--- config.mk ---
export PLATFORM = sky130hd
export DESIGN_NAME = cel_unpack_sequencer_flat
export DESIGN_NICKNAME = d
export VERILOG_FILES = /design/src/rtl/cel_unpack_sequencer_if.sv /design/src/rtl/cel_unpack_sequencer.sv /design/src/flat_wrapper.sv
export SDC_FILE = /design/constraint.sdc
export NUM_CORES = 1
export LEC_CHECK = 0
export CAP_MARGIN = 20
export CORE_ASPECT_RATIO = 0.5
export CORE_MARGIN = 5
export CORE_UTILIZATION = 45
export DETAILED_ROUTE_END_ITERATION = 8
export PLACE_DENSITY = 0.63
export SYNTH_ARGS = -nofsm -noshare
export SYNTH_HDL_FRONTEND = slang
export SYNTH_SLANG_ARGS = --single-unit
export TNS_END_PERCENT = 10
--- constraint.sdc ---
create_clock -name clock -period 14.8 [get_ports clock]
set_clock_uncertainty 0.1 [all_clocks]
set_input_delay 2.96 -clock clock [delete_from_list [all_inputs] [get_ports clock]]
set_output_delay 2.96 -clock clock [all_outputs]
set_load 0.005 [all_outputs]
--- src/rtl/cel_unpack_sequencer_if.sv ---
// Pixel stream from the cel unpack sequencer toward the cel pixel processor.
// A beat transfers on a clock edge where pix_valid && pix_ready; while pix_valid is
// high and pix_ready low the master holds pix_col/pix_x/pix_y stable.
interface cel_unpack_sequencer_if #(
  parameter int XW = 11,
  parameter int YW = 10
);
  logic          pix_valid;
  logic          pix_ready;
  logic [15:0]   pix_col;
  logic [XW-1:0] pix_x;
  logic [YW-1:0] pix_y;

  modport master (output pix_valid, pix_col, pix_x, pix_y, input pix_ready);
  modport slave  (input pix_valid, pix_col, pix_x, pix_y, output pix_ready);
endinterface

--- src/rtl/cel_unpack_sequencer.sv ---
// Drives the packed-cel unpacker through one cel, drops skipx leading pixels per row,
// tags kept pixels with (x, y) and buffers them in a small FIFO.
module cel_unpack_sequencer #(
  parameter int FIFO_DEPTH = 8,
  parameter int XW         = 11,
  parameter int YW         = 10
) (
  input  logic                   clock,
  input  logic                   reset,
  input  logic                   go,
  input  logic [31:0]            sourceptr,
  input  logic [2:0]             bpp,
  input  logic [3:0]             skipx,
  input  logic [YW-1:0]          vcnt,
  output logic                   busy,
  output logic                   done,
  output logic                   err_bpp,
  output logic                   err_ovf,
  output logic                   up_rst_n,
  output logic                   up_start,
  output logic [31:0]            up_sourceptr,
  output logic [2:0]             up_bpp,
  output logic [3:0]             up_skipx,
  input  logic                   up_pix_valid,
  input  logic [15:0]            up_col,
  input  logic                   up_eol,
  cel_unpack_sequencer_if.master pix,
  output logic [2:0]             dbg_state
);
  localparam int AW = $clog2(FIFO_DEPTH);
  localparam int CW = AW + 1;
  localparam int PW = 16 + XW + YW;

  typedef enum logic [2:0] {
    S_IDLE  = 3'd0,
    S_UPRST = 3'd1,
    S_START = 3'd2,
    S_RUN   = 3'd3,
    S_DRAIN = 3'd4,
    S_DONE  = 3'd5
  } state_t;

  state_t        state_q, state_d;
  logic [31:0]   src_q, src_d;
  logic [2:0]    bpp_q, bpp_d;
  logic [3:0]    skipx_q, skipx_d;
  logic [YW-1:0] vcnt_q, vcnt_d;
  logic [XW-1:0] xraw_q, xraw_d;
  logic [YW-1:0] y_q, y_d;
  logic          err_bpp_q, err_bpp_d;
  logic          err_ovf_q, err_ovf_d;
  logic [AW-1:0] wr_ptr_q, wr_ptr_d;
  logic [AW-1:0] rd_ptr_q, rd_ptr_d;
  logic [CW-1:0] count_q, count_d;
  logic [PW-1:0] mem_q [FIFO_DEPTH];

  logic          push_en;
  logic          pop;
  logic          full;
  logic [XW-1:0] x_tag;
  logic [PW-1:0] push_data;

  always_comb begin
    state_d   = state_q;
    src_d     = src_q;
    bpp_d     = bpp_q;
    skipx_d   = skipx_q;
    vcnt_d    = vcnt_q;
    xraw_d    = xraw_q;
    y_d       = y_q;
    err_bpp_d = err_bpp_q;
    err_ovf_d = err_ovf_q;
    push_en   = 1'b0;
    pop       = (count_q != '0) && pix.pix_ready;
    full      = (count_q == CW'(FIFO_DEPTH));
    x_tag     = xraw_q - XW'(skipx_q);
    push_data = {up_col, x_tag, y_q};

    case (state_q)
      S_IDLE: begin
        if (go) begin
          src_d     = sourceptr;
          bpp_d     = bpp;
          skipx_d   = skipx;
          vcnt_d    = vcnt;
          xraw_d    = '0;
          y_d       = '0;
          err_ovf_d = 1'b0;
          if (bpp == 3'd0 || bpp == 3'd7) begin
            err_bpp_d = 1'b1;
            state_d   = S_DONE;
          end else begin
            err_bpp_d = 1'b0;
            state_d   = S_UPRST;
          end
        end
      end
      S_UPRST: state_d = S_START;
      S_START: state_d = S_RUN;
      S_RUN: begin
        // Pixel uses the old x/y; a same-cycle EOL then overrides the x increment.
        if (up_pix_valid) begin
          if (xraw_q >= XW'(skipx_q)) begin
            if (!full || pop) push_en = 1'b1;
            else              err_ovf_d = 1'b1;
          end
          if (xraw_q != '1) xraw_d = xraw_q + 1'b1;
        end
        if (up_eol) begin
          if (y_q == vcnt_q) begin
            state_d = S_DRAIN;
          end else begin
            y_d    = y_q + 1'b1;
            xraw_d = '0;
          end
        end
      end
      S_DRAIN: if (count_q == '0) state_d = S_DONE;
      S_DONE:  state_d = S_IDLE;
      default: state_d = S_IDLE;
    endcase

    wr_ptr_d = wr_ptr_q + AW'(push_en);
    rd_ptr_d = rd_ptr_q + AW'(pop);
    count_d  = count_q + CW'(push_en) - CW'(pop);
  end

  always_ff @(posedge clock) begin
    if (reset) begin
      state_q   <= S_IDLE;
      src_q     <= '0;
      bpp_q     <= '0;
      skipx_q   <= '0;
      vcnt_q    <= '0;
      xraw_q    <= '0;
      y_q       <= '0;
      err_bpp_q <= 1'b0;
      err_ovf_q <= 1'b0;
      wr_ptr_q  <= '0;
      rd_ptr_q  <= '0;
      count_q   <= '0;
    end else begin
      state_q   <= state_d;
      src_q     <= src_d;
      bpp_q     <= bpp_d;
      skipx_q   <= skipx_d;
      vcnt_q    <= vcnt_d;
      xraw_q    <= xraw_d;
      y_q       <= y_d;
      err_bpp_q <= err_bpp_d;
      err_ovf_q <= err_ovf_d;
      wr_ptr_q  <= wr_ptr_d;
      rd_ptr_q  <= rd_ptr_d;
      count_q   <= count_d;
    end
  end

  // Storage needs no reset: the occupancy count alone decides what is visible.
  always_ff @(posedge clock) begin
    if (push_en) mem_q[wr_ptr_q] <= push_data;
  end

  assign busy          = (state_q != S_IDLE);
  assign done          = (state_q == S_DONE);
  assign err_bpp       = err_bpp_q;
  assign err_ovf       = err_ovf_q;
  assign up_rst_n      = (state_q == S_START) || (state_q == S_RUN);
  assign up_start      = (state_q == S_START);
  assign up_sourceptr  = src_q;
  assign up_bpp        = bpp_q;
  assign up_skipx      = skipx_q;
  assign pix.pix_valid = (count_q != '0);
  assign {pix.pix_col, pix.pix_x, pix.pix_y} = mem_q[rd_ptr_q];
  assign dbg_state     = state_q;
endmodule

--- src/flat_wrapper.sv ---
// flat-port wrapper written by rule: the top's interface ports become plain ports
module cel_unpack_sequencer_flat 
#(
  parameter int FIFO_DEPTH = 8,
  parameter int XW         = 11,
  parameter int YW         = 10
)
  (clock, reset, go, sourceptr, bpp, skipx, vcnt, busy, done, err_bpp, err_ovf, up_rst_n, up_start, up_sourceptr, up_bpp, up_skipx, up_pix_valid, up_col, up_eol, dbg_state, pix_pix_valid, pix_pix_col, pix_pix_x, pix_pix_y, pix_pix_ready);
  cel_unpack_sequencer_if #(.XW(XW), .YW(YW)) pix_i ();
  input  logic clock;
  input  logic reset;
  input  logic go;
  input  logic [31:0] sourceptr;
  input  logic [2:0] bpp;
  input  logic [3:0] skipx;
  input  logic [YW-1:0] vcnt;
  output logic busy;
  output logic done;
  output logic err_bpp;
  output logic err_ovf;
  output logic up_rst_n;
  output logic up_start;
  output logic [31:0] up_sourceptr;
  output logic [2:0] up_bpp;
  output logic [3:0] up_skipx;
  input  logic up_pix_valid;
  input  logic [15:0] up_col;
  input  logic up_eol;
  output logic [2:0] dbg_state;
  output wire logic [$bits(pix_i.pix_valid)-1:0] pix_pix_valid;
  output wire logic [$bits(pix_i.pix_col)-1:0] pix_pix_col;
  output wire logic [$bits(pix_i.pix_x)-1:0] pix_pix_x;
  output wire logic [$bits(pix_i.pix_y)-1:0] pix_pix_y;
  input wire logic [$bits(pix_i.pix_ready)-1:0] pix_pix_ready;
  assign pix_pix_valid = pix_i.pix_valid;
  assign pix_pix_col = pix_i.pix_col;
  assign pix_pix_x = pix_i.pix_x;
  assign pix_pix_y = pix_i.pix_y;
  assign pix_i.pix_ready = pix_pix_ready;
  cel_unpack_sequencer #(.FIFO_DEPTH(FIFO_DEPTH), .XW(XW), .YW(YW)) u_core (.clock(clock), .reset(reset), .go(go), .sourceptr(sourceptr), .bpp(bpp), .skipx(skipx), .vcnt(vcnt), .busy(busy), .done(done), .err_bpp(err_bpp), .err_ovf(err_ovf), .up_rst_n(up_rst_n), .up_start(up_start), .up_sourceptr(up_sourceptr), .up_bpp(up_bpp), .up_skipx(up_skipx), .up_pix_valid(up_pix_valid), .up_col(up_col), .up_eol(up_eol), .pix(pix_i), .dbg_state(dbg_state));
endmodule
==> results.ini <==
[setup_path]
path_max_fanout=30
path_cells=buf_4 -> buf_16 -> mux4_2 -> mux2_2 -> clkdlybuf4s50_1
cp_top_family=buffers and inverters
cp.required_ps=11740
crit_path_max_incr_delay_ps=680
worst_path_max_delay_cell=dfxtp_4
worst_setup_path_start_kind=flop
cp.arrival_ps=3280
cp.buffers_inverters=3
path_class=flop to primary output
end_kind=primary output

[sta]
setup_violations=0
rsz0062_at_grt=no
worst_pin_slew_ps=962
fmax_mhz=158
finalSetupTns_ps=0
maxSlewHeadroom_pct=35.7
min_period_over_period_pct=42.9
drv_slew=0
min_period_ps=6340
finalHoldViolCount=0

[cells_and_area]
antenna_cells=0
final_common_cell=edfxtp_1
layoutNonFillerInstCount=1557
syn2layout_area_growth_pct=21.2
layout.nets=1181
fillers=2649
final_cell_mix=edfxtp_1, clkdlybuf4s50_1, nand2_1
drive_gt1_share_pct=18.4

[yosys]
synth_top_area_share_pct=58.5
avgSynthCellArea_um2=16.3
ys.flop_type=edfxtp_1
synth-seq-cells=381
yosysTopAreaCell=edfxtp_1
synth.cell_area_mm2=0.0152
async_reset_ff_share_pct=0
synth_edf_count=296
synth_area_leaders=edfxtp_1, dfxtp_1, mux4_2
yosys_warnings=0
syn_inst=930
synthDistinctLibCells=56
syn-num-nets=1019
yosysSeqAreaShare_pct=69.7

[clock_network]
numCtsBuffers=35
clk_pin_slew_ps=70
cts_max_path_buffers=3
cts_hold_buf=0
cts_tree=yes
cts_sinks=381
post-cts-setup-buffers=0
htree_levels=2
clock-root-buffer=clkbuf_16
worstSkewPairLatency_ps=520
post_cts_resize_count=0

[power_and_ir_drop]
power.internal_mw=2.02
ir_drop_uv=78.6
clockPowerShare_pct=32.3
power_switching_mw=0.677
power_frac_seq_pct=46.2
swShare_pct=25.1
powerDensity_mw_per_mm2=147
combinationalPowerShare_pct=21.4
leakage_nw=5.88

[die]
dieArea_mm2=0.0377
io_pins=157
die_y_um=140
die_w_um=270
design.core.area_mm2=0.0332
initial_utilization_pct=45.8
row_count=47

[placement]
hpwl_um=18100
gp_congestion=0.748
io_buffers=156
place_inst=1494

[global_route]
grt_pass1_wl_um=50300
grt_use_total_pct=16.9
grt_pass1_vias=8819
grt_max_degree=76
overflow=0
antenna_found_initial=0

[detailed_routing]
num_vias=8219
first_iter_violations=525
wire_per_inst_um=20.4
via_per_inst=5.28
wl_um=31800
drt-pass1-iter-count=4
route.detailed.drc=0
postRouteAntennaNets=0

[job]
drv_cap=0

[min_path]
min_path_type=flop to flop

[outcome]
outcome=finished clean

sequential cells by signal, summed over array words and instances (netlist names):
| signal | flops |
|---|---|
| u_core.count_q | 4 |
| u_core.dbg_state | 3 |
| u_core.err_bpp | 1 |
| u_core.err_ovf | 1 |
| u_core.mem_q | 296 |
| u_core.rd_ptr_q | 3 |
| u_core.up_bpp | 3 |
| u_core.up_skipx | 4 |
| u_core.up_sourceptr | 32 |
| u_core.vcnt_q | 10 |
| u_core.wr_ptr_q | 3 |
| u_core.xraw_q | 11 |
| u_core.y_q | 10 |
cell usage after synthesis, types with 3 or more instances:
cell type	count
nand2_1	121
inv_1	20
xor2_1	9
buf_2	16
a21oi_1	56
buf_1	4
and3_1	6
mux4_2	74
nor3_2	3
mux2i_1	8
or3_1	14
nor3_1	8
a31oi_1	3
nor2_1	26
mux2_2	37
o21ai_0	4
clkbuf_1	23
nand2b_1	4
nand3_1	10
and4_1	4
and2_1	4
nor2b_1	8
xnor2_1	19
a21oi_2	3
edfxtp_1	296
ha_1	16
nand4_1	8
dfxtp_1	85
nor4_1	7
power groups by stage:
stage               clock network (mW)  registers, mW  logic [mW]
floorplan                            0           1.24       0.386
global placement                     0           1.28       0.561
detailed placement                   0           1.29       0.571
CTS                              0.900           1.26       0.575
global route                     0.946           1.26       0.637
finish                           0.873           1.25       0.579
cells by family after synthesis:
family / count (synthesis) / share of synthesized area, %
and+or+nand+nor: 231 / 7.40
adders and majority gates: 18 / 1.58
buffers and inverters: 66 / 1.86
xor gates and xnor gates: 28 / 1.62
muxes: 119 / 14.2
AOI/OAI and AO/OA: 87 / 3.54
DFF: 381 / 69.7
area by class of cell:
type                            instances  area [µm²]  area share, %
Clock buffer                           45         953           5.18
Clock inverter                         16         151          0.823
Inverter                               21        78.8          0.428
Multi-Input combinational cell        483        4370           23.8
Sequential cell                       381       10600           57.6
Tap cell                              441         552           3.00
Timing Repair Buffer                  170        1690           9.21
tightest hold or removal path, stage by stage (launching register included):
cell and delay [ps]:
dfxtp_1 310, nand2_1 50, a21oi_1 50
routing by layer:
layer | global-route usage [%] | wire length, µm
met2 | 27.5 | 15300
met5 | 0 | 0
met1 | 23.6 | 14000
met3 | 4.02 | 2110
met4 | 3.46 | 336
per-stage QoR:
| stage | utilization [%] | power (mW) | instance area, µm² | hold slack, ps | setup slack (ps) |
|---|---|---|---|---|---|
| final | 55.5 | 2.70 | 18400 | 353 | 8460 |
| after global routing | 55.5 | 2.84 | 18400 | 372 | 8170 |
| after CTS | 55.3 | 2.74 | 18400 | 356 | 8080 |
| after detailed placement | 52.0 | 1.86 | 17200 | 346 | 8650 |
| after global placement | 52.0 | 1.84 | 17200 | 342 | 8700 |
| after floorplan | - | 1.63 | 15200 | 342 | 6990 |
worst paths after layout:
check | startpoint | cells past startpoint | end | slack [ps]
max | u_core.rd_ptr_q[0] | 5 | pix_pix_col[1] | 8460
min | u_core.up_sourceptr[20] | 2 | u_core.up_sourceptr[20] | 350
max reg2reg | u_core.up_skipx[1] | 11 | u_core.count_q[2] | 11480
min reg2reg | u_core.up_sourceptr[20] | 2 | u_core.up_sourceptr[20] | 350
Power figures use the tool's default switching activity.
